`src/rtl/obstacle_manager_if.sv`:
```
`default_nettype none
// ============================================================================
// Module   : obstacle_manager_if
// Brief    : Control inputs and obstacle-array outputs of obstacle_manager.
// Revision : 1.0 - initial release
// ============================================================================
interface obstacle_manager_if;
  logic         enable_in;
  logic         frame_tick_in;
  logic [2:0]   speed_in;
  logic [1:0]   player_lane_in;
  logic         player_jump_in;
  logic [149:0] obstacles_out;
  logic         update_done_out;
  logic         collision_out;
  logic         spawn_dropped_out;

  // Game-side driver of ticks and player state
  modport master (
    output enable_in, frame_tick_in, speed_in, player_lane_in, player_jump_in,
    input  obstacles_out, update_done_out, collision_out, spawn_dropped_out
  );

  // Obstacle manager side
  modport slave (
    input  enable_in, frame_tick_in, speed_in, player_lane_in, player_jump_in,
    output obstacles_out, update_done_out, collision_out, spawn_dropped_out
  );
endinterface
`default_nettype wire

```
`src/rtl/obstacle_manager.sv`:
```
`default_nettype none
// ============================================================================
// Module   : obstacle_manager
// Brief    : Maintains the 10-slot obstacle array for the track renderer.
//            Each accepted frame tick moves, retires, collides and spawns
//            obstacles in a working copy, then commits it in one cycle.
// Revision : 1.0 - initial release
// ============================================================================
module obstacle_manager #(
  parameter logic [9:0]  SPAWN_POS = 10'd1000,
  parameter logic [10:0] SPAWN_GAP = 11'd300,
  parameter logic [9:0]  HIT_ZONE  = 10'd16,
  parameter logic [15:0] LFSR_SEED = 16'hACE1
) (
  input  wire logic          system_clock_in,
  input  wire logic          reset_in,
  obstacle_manager_if.slave  bus
);

  typedef enum logic [1:0] {
    IDLE   = 2'd0,
    MOVE   = 2'd1,
    SPAWN  = 2'd2,
    COMMIT = 2'd3
  } state_t;

  state_t state;
  state_t state_next;

  // Working copy of the slots; slot i occupies bits [15*i+14:15*i]
  logic [9:0][14:0] work;
  logic [3:0]       idx;
  logic [2:0]       speed_l;
  logic [1:0]       lane_l;
  logic             jump_l;
  logic             hit;
  logic             dropped;
  logic [10:0]      distance;
  logic [15:0]      lfsr;

  logic             tick_accept;
  logic [14:0]      cur_slot;
  logic [9:0]       cur_pos;
  logic [9:0]       new_pos;
  logic [14:0]      move_slot;
  logic             move_hit;
  logic [15:0]      lfsr_next;
  logic [10:0]      sum;
  logic             free_found;
  logic [3:0]       free_idx;
  logic [1:0]       spawn_lane;
  logic [14:0]      spawn_slot;

  assign tick_accept = bus.frame_tick_in && bus.enable_in;

  // State register
  always_ff @(posedge system_clock_in) begin
    if (reset_in) state <= IDLE;
    else          state <= state_next;
  end

  // Next-state logic: IDLE -> MOVE x10 -> SPAWN -> COMMIT -> IDLE
  always_comb begin
    state_next = state;
    case (state)
      IDLE:    if (tick_accept) state_next = MOVE;
      MOVE:    if (idx == 4'd9) state_next = SPAWN;
      SPAWN:   state_next = COMMIT;
      COMMIT:  state_next = IDLE;
      default: state_next = IDLE;
    endcase
  end

  // Move the current slot toward the player and test it against the player
  always_comb begin
    cur_slot  = work[idx];
    cur_pos   = cur_slot[12:3];
    new_pos   = '0;
    move_slot = cur_slot;
    move_hit  = 1'b0;
    if (cur_slot[0]) begin
      if (cur_pos < {7'd0, speed_l}) begin
        // Passed position 0: retire
        move_slot = '0;
      end else begin
        new_pos   = cur_pos - {7'd0, speed_l};
        move_slot = {cur_slot[14:13], new_pos, cur_slot[2:1], 1'b1};
        // Type 01 can be cleared by jumping; a hit removes the obstacle
        if ((new_pos < HIT_ZONE) && (cur_slot[2:1] == lane_l) &&
            !((cur_slot[14:13] == 2'b01) && jump_l)) begin
          move_hit  = 1'b1;
          move_slot = '0;
        end
      end
    end
  end

  // Spawn decision: LFSR step, distance accumulation, lowest free slot
  always_comb begin
    lfsr_next  = {1'b0, lfsr[15:1]} ^ (lfsr[0] ? 16'hB400 : 16'h0000);
    sum        = distance + {8'd0, speed_l};
    spawn_lane = (lfsr_next[1:0] == 2'b11) ? 2'b00 : lfsr_next[1:0];
    spawn_slot = {lfsr_next[3:2], SPAWN_POS, spawn_lane, 1'b1};
    free_found = 1'b0;
    free_idx   = 4'd0;
    // Descending scan so the lowest-index free slot wins
    for (int i = 9; i >= 0; i--) begin
      if (!work[i][0]) begin
        free_found = 1'b1;
        free_idx   = i[3:0];
      end
    end
  end

  // Datapath: latch inputs, update working slots, commit and pulse outputs
  always_ff @(posedge system_clock_in) begin
    if (reset_in) begin
      work                  <= '0;
      idx                   <= 4'd0;
      speed_l               <= 3'd0;
      lane_l                <= 2'd0;
      jump_l                <= 1'b0;
      hit                   <= 1'b0;
      dropped               <= 1'b0;
      distance              <= 11'd0;
      lfsr                  <= LFSR_SEED;
      bus.obstacles_out     <= '0;
      bus.update_done_out   <= 1'b0;
      bus.collision_out     <= 1'b0;
      bus.spawn_dropped_out <= 1'b0;
    end else begin
      bus.update_done_out   <= 1'b0;
      bus.collision_out     <= 1'b0;
      bus.spawn_dropped_out <= 1'b0;
      case (state)
        IDLE: begin
          if (tick_accept) begin
            speed_l <= bus.speed_in;
            lane_l  <= bus.player_lane_in;
            jump_l  <= bus.player_jump_in;
            hit     <= 1'b0;
            dropped <= 1'b0;
            idx     <= 4'd0;
          end
        end
        MOVE: begin
          work[idx] <= move_slot;
          if (move_hit) hit <= 1'b1;
          idx <= (idx == 4'd9) ? 4'd0 : idx + 4'd1;
        end
        SPAWN: begin
          lfsr <= lfsr_next;
          if (sum >= SPAWN_GAP) begin
            distance <= sum - SPAWN_GAP;
            if (free_found) work[free_idx] <= spawn_slot;
            else            dropped        <= 1'b1;
          end else begin
            distance <= sum;
          end
        end
        COMMIT: begin
          bus.obstacles_out     <= work;
          bus.update_done_out   <= 1'b1;
          bus.collision_out     <= hit;
          bus.spawn_dropped_out <= dropped;
        end
        default: ;
      endcase
    end
  end

endmodule
`default_nettype wire

```
`src/flat_wrapper.sv`:
```
// flat-port wrapper written by rule: the top's interface ports become plain ports
module obstacle_manager_flat 
#(
  parameter logic [9:0]  SPAWN_POS = 10'd1000,
  parameter logic [10:0] SPAWN_GAP = 11'd300,
  parameter logic [9:0]  HIT_ZONE  = 10'd16,
  parameter logic [15:0] LFSR_SEED = 16'hACE1
)
  (system_clock_in, reset_in, bus_enable_in, bus_frame_tick_in, bus_speed_in, bus_player_lane_in, bus_player_jump_in, bus_obstacles_out, bus_update_done_out, bus_collision_out, bus_spawn_dropped_out);
  obstacle_manager_if bus_i ();
  input  wire logic system_clock_in;
  input  wire logic reset_in;
  input wire logic [$bits(bus_i.enable_in)-1:0] bus_enable_in;
  input wire logic [$bits(bus_i.frame_tick_in)-1:0] bus_frame_tick_in;
  input wire logic [$bits(bus_i.speed_in)-1:0] bus_speed_in;
  input wire logic [$bits(bus_i.player_lane_in)-1:0] bus_player_lane_in;
  input wire logic [$bits(bus_i.player_jump_in)-1:0] bus_player_jump_in;
  output wire logic [$bits(bus_i.obstacles_out)-1:0] bus_obstacles_out;
  output wire logic [$bits(bus_i.update_done_out)-1:0] bus_update_done_out;
  output wire logic [$bits(bus_i.collision_out)-1:0] bus_collision_out;
  output wire logic [$bits(bus_i.spawn_dropped_out)-1:0] bus_spawn_dropped_out;
  assign bus_i.enable_in = bus_enable_in;
  assign bus_i.frame_tick_in = bus_frame_tick_in;
  assign bus_i.speed_in = bus_speed_in;
  assign bus_i.player_lane_in = bus_player_lane_in;
  assign bus_i.player_jump_in = bus_player_jump_in;
  assign bus_obstacles_out = bus_i.obstacles_out;
  assign bus_update_done_out = bus_i.update_done_out;
  assign bus_collision_out = bus_i.collision_out;
  assign bus_spawn_dropped_out = bus_i.spawn_dropped_out;
  obstacle_manager #(.SPAWN_POS(SPAWN_POS), .SPAWN_GAP(SPAWN_GAP), .HIT_ZONE(HIT_ZONE), .LFSR_SEED(LFSR_SEED)) u_core (.system_clock_in(system_clock_in), .reset_in(reset_in), .bus(bus_i));
endmodule
```
`config.mk`:
```
export PLATFORM = sky130hd
export DESIGN_NAME = obstacle_manager_flat
export DESIGN_NICKNAME = d
export VERILOG_FILES = /design/src/rtl/obstacle_manager_if.sv /design/src/rtl/obstacle_manager.sv /design/src/flat_wrapper.sv
export SDC_FILE = /design/constraint.sdc
export NUM_CORES = 1
export LEC_CHECK = 0
export CAP_MARGIN = 30
export CORE_MARGIN = 2
export CORE_UTILIZATION = 47
export CTS_CLUSTER_DIAMETER = 150
export CTS_CLUSTER_SIZE = 14
export DETAILED_ROUTE_END_ITERATION = 6
export PLACE_DENSITY_LB_ADDON = 0.3
export SYNTH_ARGS = -nofsm -noshare
export SYNTH_HDL_FRONTEND = slang
export SYNTH_SLANG_ARGS = --single-unit
export TNS_END_PERCENT = 100
```
`constraint.sdc`:
```
create_clock -name system_clock_in -period 4.9 [get_ports system_clock_in]
set_input_delay 0.735 -clock system_clock_in [delete_from_list [all_inputs] [get_ports system_clock_in]]
set_output_delay 0.735 -clock system_clock_in [all_outputs]
set_load 0.005 [all_outputs]
```
==> results_dict.tcl <==
set metrics [dict create \
    grt_pass1_wl_mm 78.0 \
    post_cts_resize_count 0 \
    peakVddDrop_uv 291 \
    cts_buffers 28 \
    layout-drive-gt1-share_pct 8.35 \
    top_layer "met4" \
    cts_sinks 344 \
    p_total_mw 7.39 \
    row_count 66 \
    holdBufCountCts 0 \
    wl_met3_mm 3.91 \
    ys_warn_count 0 \
    clockBufferDepth 3 \
    netlist_area_um2 15600 \
    dp_hpwl_mm 37.6 \
    synth_top_area_cell "dfxtp_1" \
    powerDensity_nw_per_um2 400 \
    max-slew-margin-rel_pct 29.9 \
    finalCritPeriodShare_pct 93.9 \
    timing_max_transition_violations_final 0 \
    grt_usage_pct 29.6 \
    nets 1833 \
    critPathRequiredTime_ps 5340 \
    io_buffers 162 \
    arrival_ps 5040 \
    synth.most_common_cell "dfxtp_1" \
    worstHoldPathType "flop to flop" \
    synthTopCellsByCount "dfxtp_1, nor2_1, mux2i_1, clkbuf_1, nand2_1" \
    gp_congestion 0.990 \
    cap_viol_max_count 0 \
    synth_top_area_share_pct 44.2 \
    vias 13600 \
    endpoint_kind "flop" \
    ys_seq_area_share_pct 44.2 \
    wl_met2_mm 23.1 \
    final.setup_skew_ps 26.8 \
    outcome "finished clean" \
    avgRoutedWirePerCell_um 22.8 \
    cts_tree "done" \
    initial_core_util_pct 47.8 \
    synth-edff-count 0 \
    ant_nets 0 \
    coreArea_um2 32600 \
    syn_avg_cell_area_um2 9.30 \
    drcViolationCount 0 \
    grt.overflow.total 0 \
    hold_viol 0 \
    path_max_fanout 20 \
    antenna_cells 0 \
    rsz0062_at_grt "no" \
    synthTopCellsByArea "dfxtp_1, mux2i_1, nor2_1" \
    cts_root_buffer "clkbuf_16" \
    ys_async_sr_fraction_pct 0 \
    fmax_mhz 217 \
    path_clk_slew_ps 80 \
    setup_tns_ps 0 \
    grt_start_max_net_pins 144 \
    ys.flop_type "dfxtp_1" \
    die_y_um 186 \
    drt_wl_total_mm 51.4 \
    path_class "flop to flop" \
    setup_viol 0 \
    tightest_slew_ps 1040 \
    crit_path_start_kind "flop" \
    ys_ff_latch 344 \
    firstDrtPassIters 5 \
    viasPerCell 6.02 \
    die_area_um2 34600 \
    p_leak_nw 6.05 \
    die_x_um 186 \
    wl_met1_mm 22.3 \
    antenna_found_initial 1 \
    insertion_delay_ps 570 \
    area_growth_pct 18.4 \
    cts_setup_buffers 0 \
    post-route-min-period_ps 4600 \
    h-tree-depth 1 \
    synth_fp_nets 1701 \
    synth_cell_types 87 \
    grt_pass1_vias 12800 \
    synth_cells 1677 \
    initialDrtViolationCount 1540 \
    ioPinCount 163 \
]
==> critical path, cell delays in order, from the launching register on <==
cell and delay, ps:
dfxtp_4 540, mux4_2 540, mux2i_1 350, o22ai_1 200, ha_1 370, a21oi_1 160
nand2_1 100, nor4_1 270, nand4_1 160, xnor2_1 180, nand4bb_2 320, o21ai_4 410
nand2_1 400, a32oi_1 340, o21ai_0 110
==> layout by cell type, fill, tap and decap left out, drive strengths merged, types with 11 or more instances in the layout <==
cell type and instances:
dfxtp 344, nor2 343, nand2 77, xnor2 15
ha 12, clkdlybuf4s50 161, nor3 40, a22o 11
mux4 16, and2 11, a221oi 24, a31oi 13
a211oi 66, mux2i 208, or3 13, o22ai 17
clkbuf 29, a22oi 41, mux2 13, buf 57
nand3 19, a21oi 56, nor2b 22, o21ai 46
inv 29
==> metal layers <==
layer / GRT usage, % / up-vias
met5: 0 / -
met4: 11.4 / 0
met3: 4.21 / 115
met2: 46.0 / 613
met1: 41.8 / 6545
li1: - / 6281
==> report_power, final <==
group / internal, mW / switching (mW) / leakage, nW / total, mW
combinational: 0.760 / 1.58 / 2.92 / 2.34
sequential: 2.90 / 0.151 / 2.77 / 3.05
clock: 1.01 / 0.981 / 0.356 / 1.99
total: 4.67 / 2.72 / 6.05 / 7.39
==> final cells by class <==
type	count	area (µm²)
multi-input combinational	1187	8110
clock inverter	2	25.0
clock buffer	28	701
inverter	29	109
timing repair buffer	219	2070
sequential	344	6890
fill	2907	14200
tap	442	553
==> stage by stage <==
step                std cells  utilization (%)  cell area (µm²)  setup slack (ps)  hold slack [ps]
global placement         2220             54.3            17700               375              447
global route             2251             56.6            18500               168              494
detailed placement       2220             54.3            17700               296              457
floorplan                1677                -            15600               354              430
CTS                      2250             56.5            18400               278              472
finish                   2251             56.6            18500               298              467
==> path summary, 6_finish.rpt <==
check	end	depth (start not counted)	startpoint	slack (ps)
worst max register to register	u_core.work[133]$_SDFFE_PP0P_	14	u_core.idx[0]$_SDFFE_PP0P_	300
worst min register to register	u_core.lfsr[10]$_SDFFE_PP1P_	1	u_core.lfsr[10]$_SDFFE_PP1P_	470
worst min-delay path	u_core.lfsr[10]$_SDFFE_PP1P_	1	u_core.lfsr[10]$_SDFFE_PP1P_	470
worst max-delay path	u_core.work[133]$_SDFFE_PP0P_	14	u_core.idx[0]$_SDFFE_PP0P_	300
==> flip-flops by register name (all words and copies together) (netlist names), 2 cells and up <==
register                  count
u_core.state                  2
u_core.idx                    4
u_core.distance              11
u_core.lane_l                 2
u_core.lfsr                  16
u_core.speed_l                3
u_core.work                 150
u_core.bus.obstacles_out    150
==> cells by family after synthesis <==
kind of cell / synth area share, %
XOR/XNOR: 1.07
flip-flops: 44.2
adder cells (fa/ha/maj): 1.22
multiplexers: 16.6
AO/OA/AOI/OAI: 16.1
buffers and inverters: 3.96
AND/OR/NAND/NOR: 16.8
(Power assumes the default switching activity.)
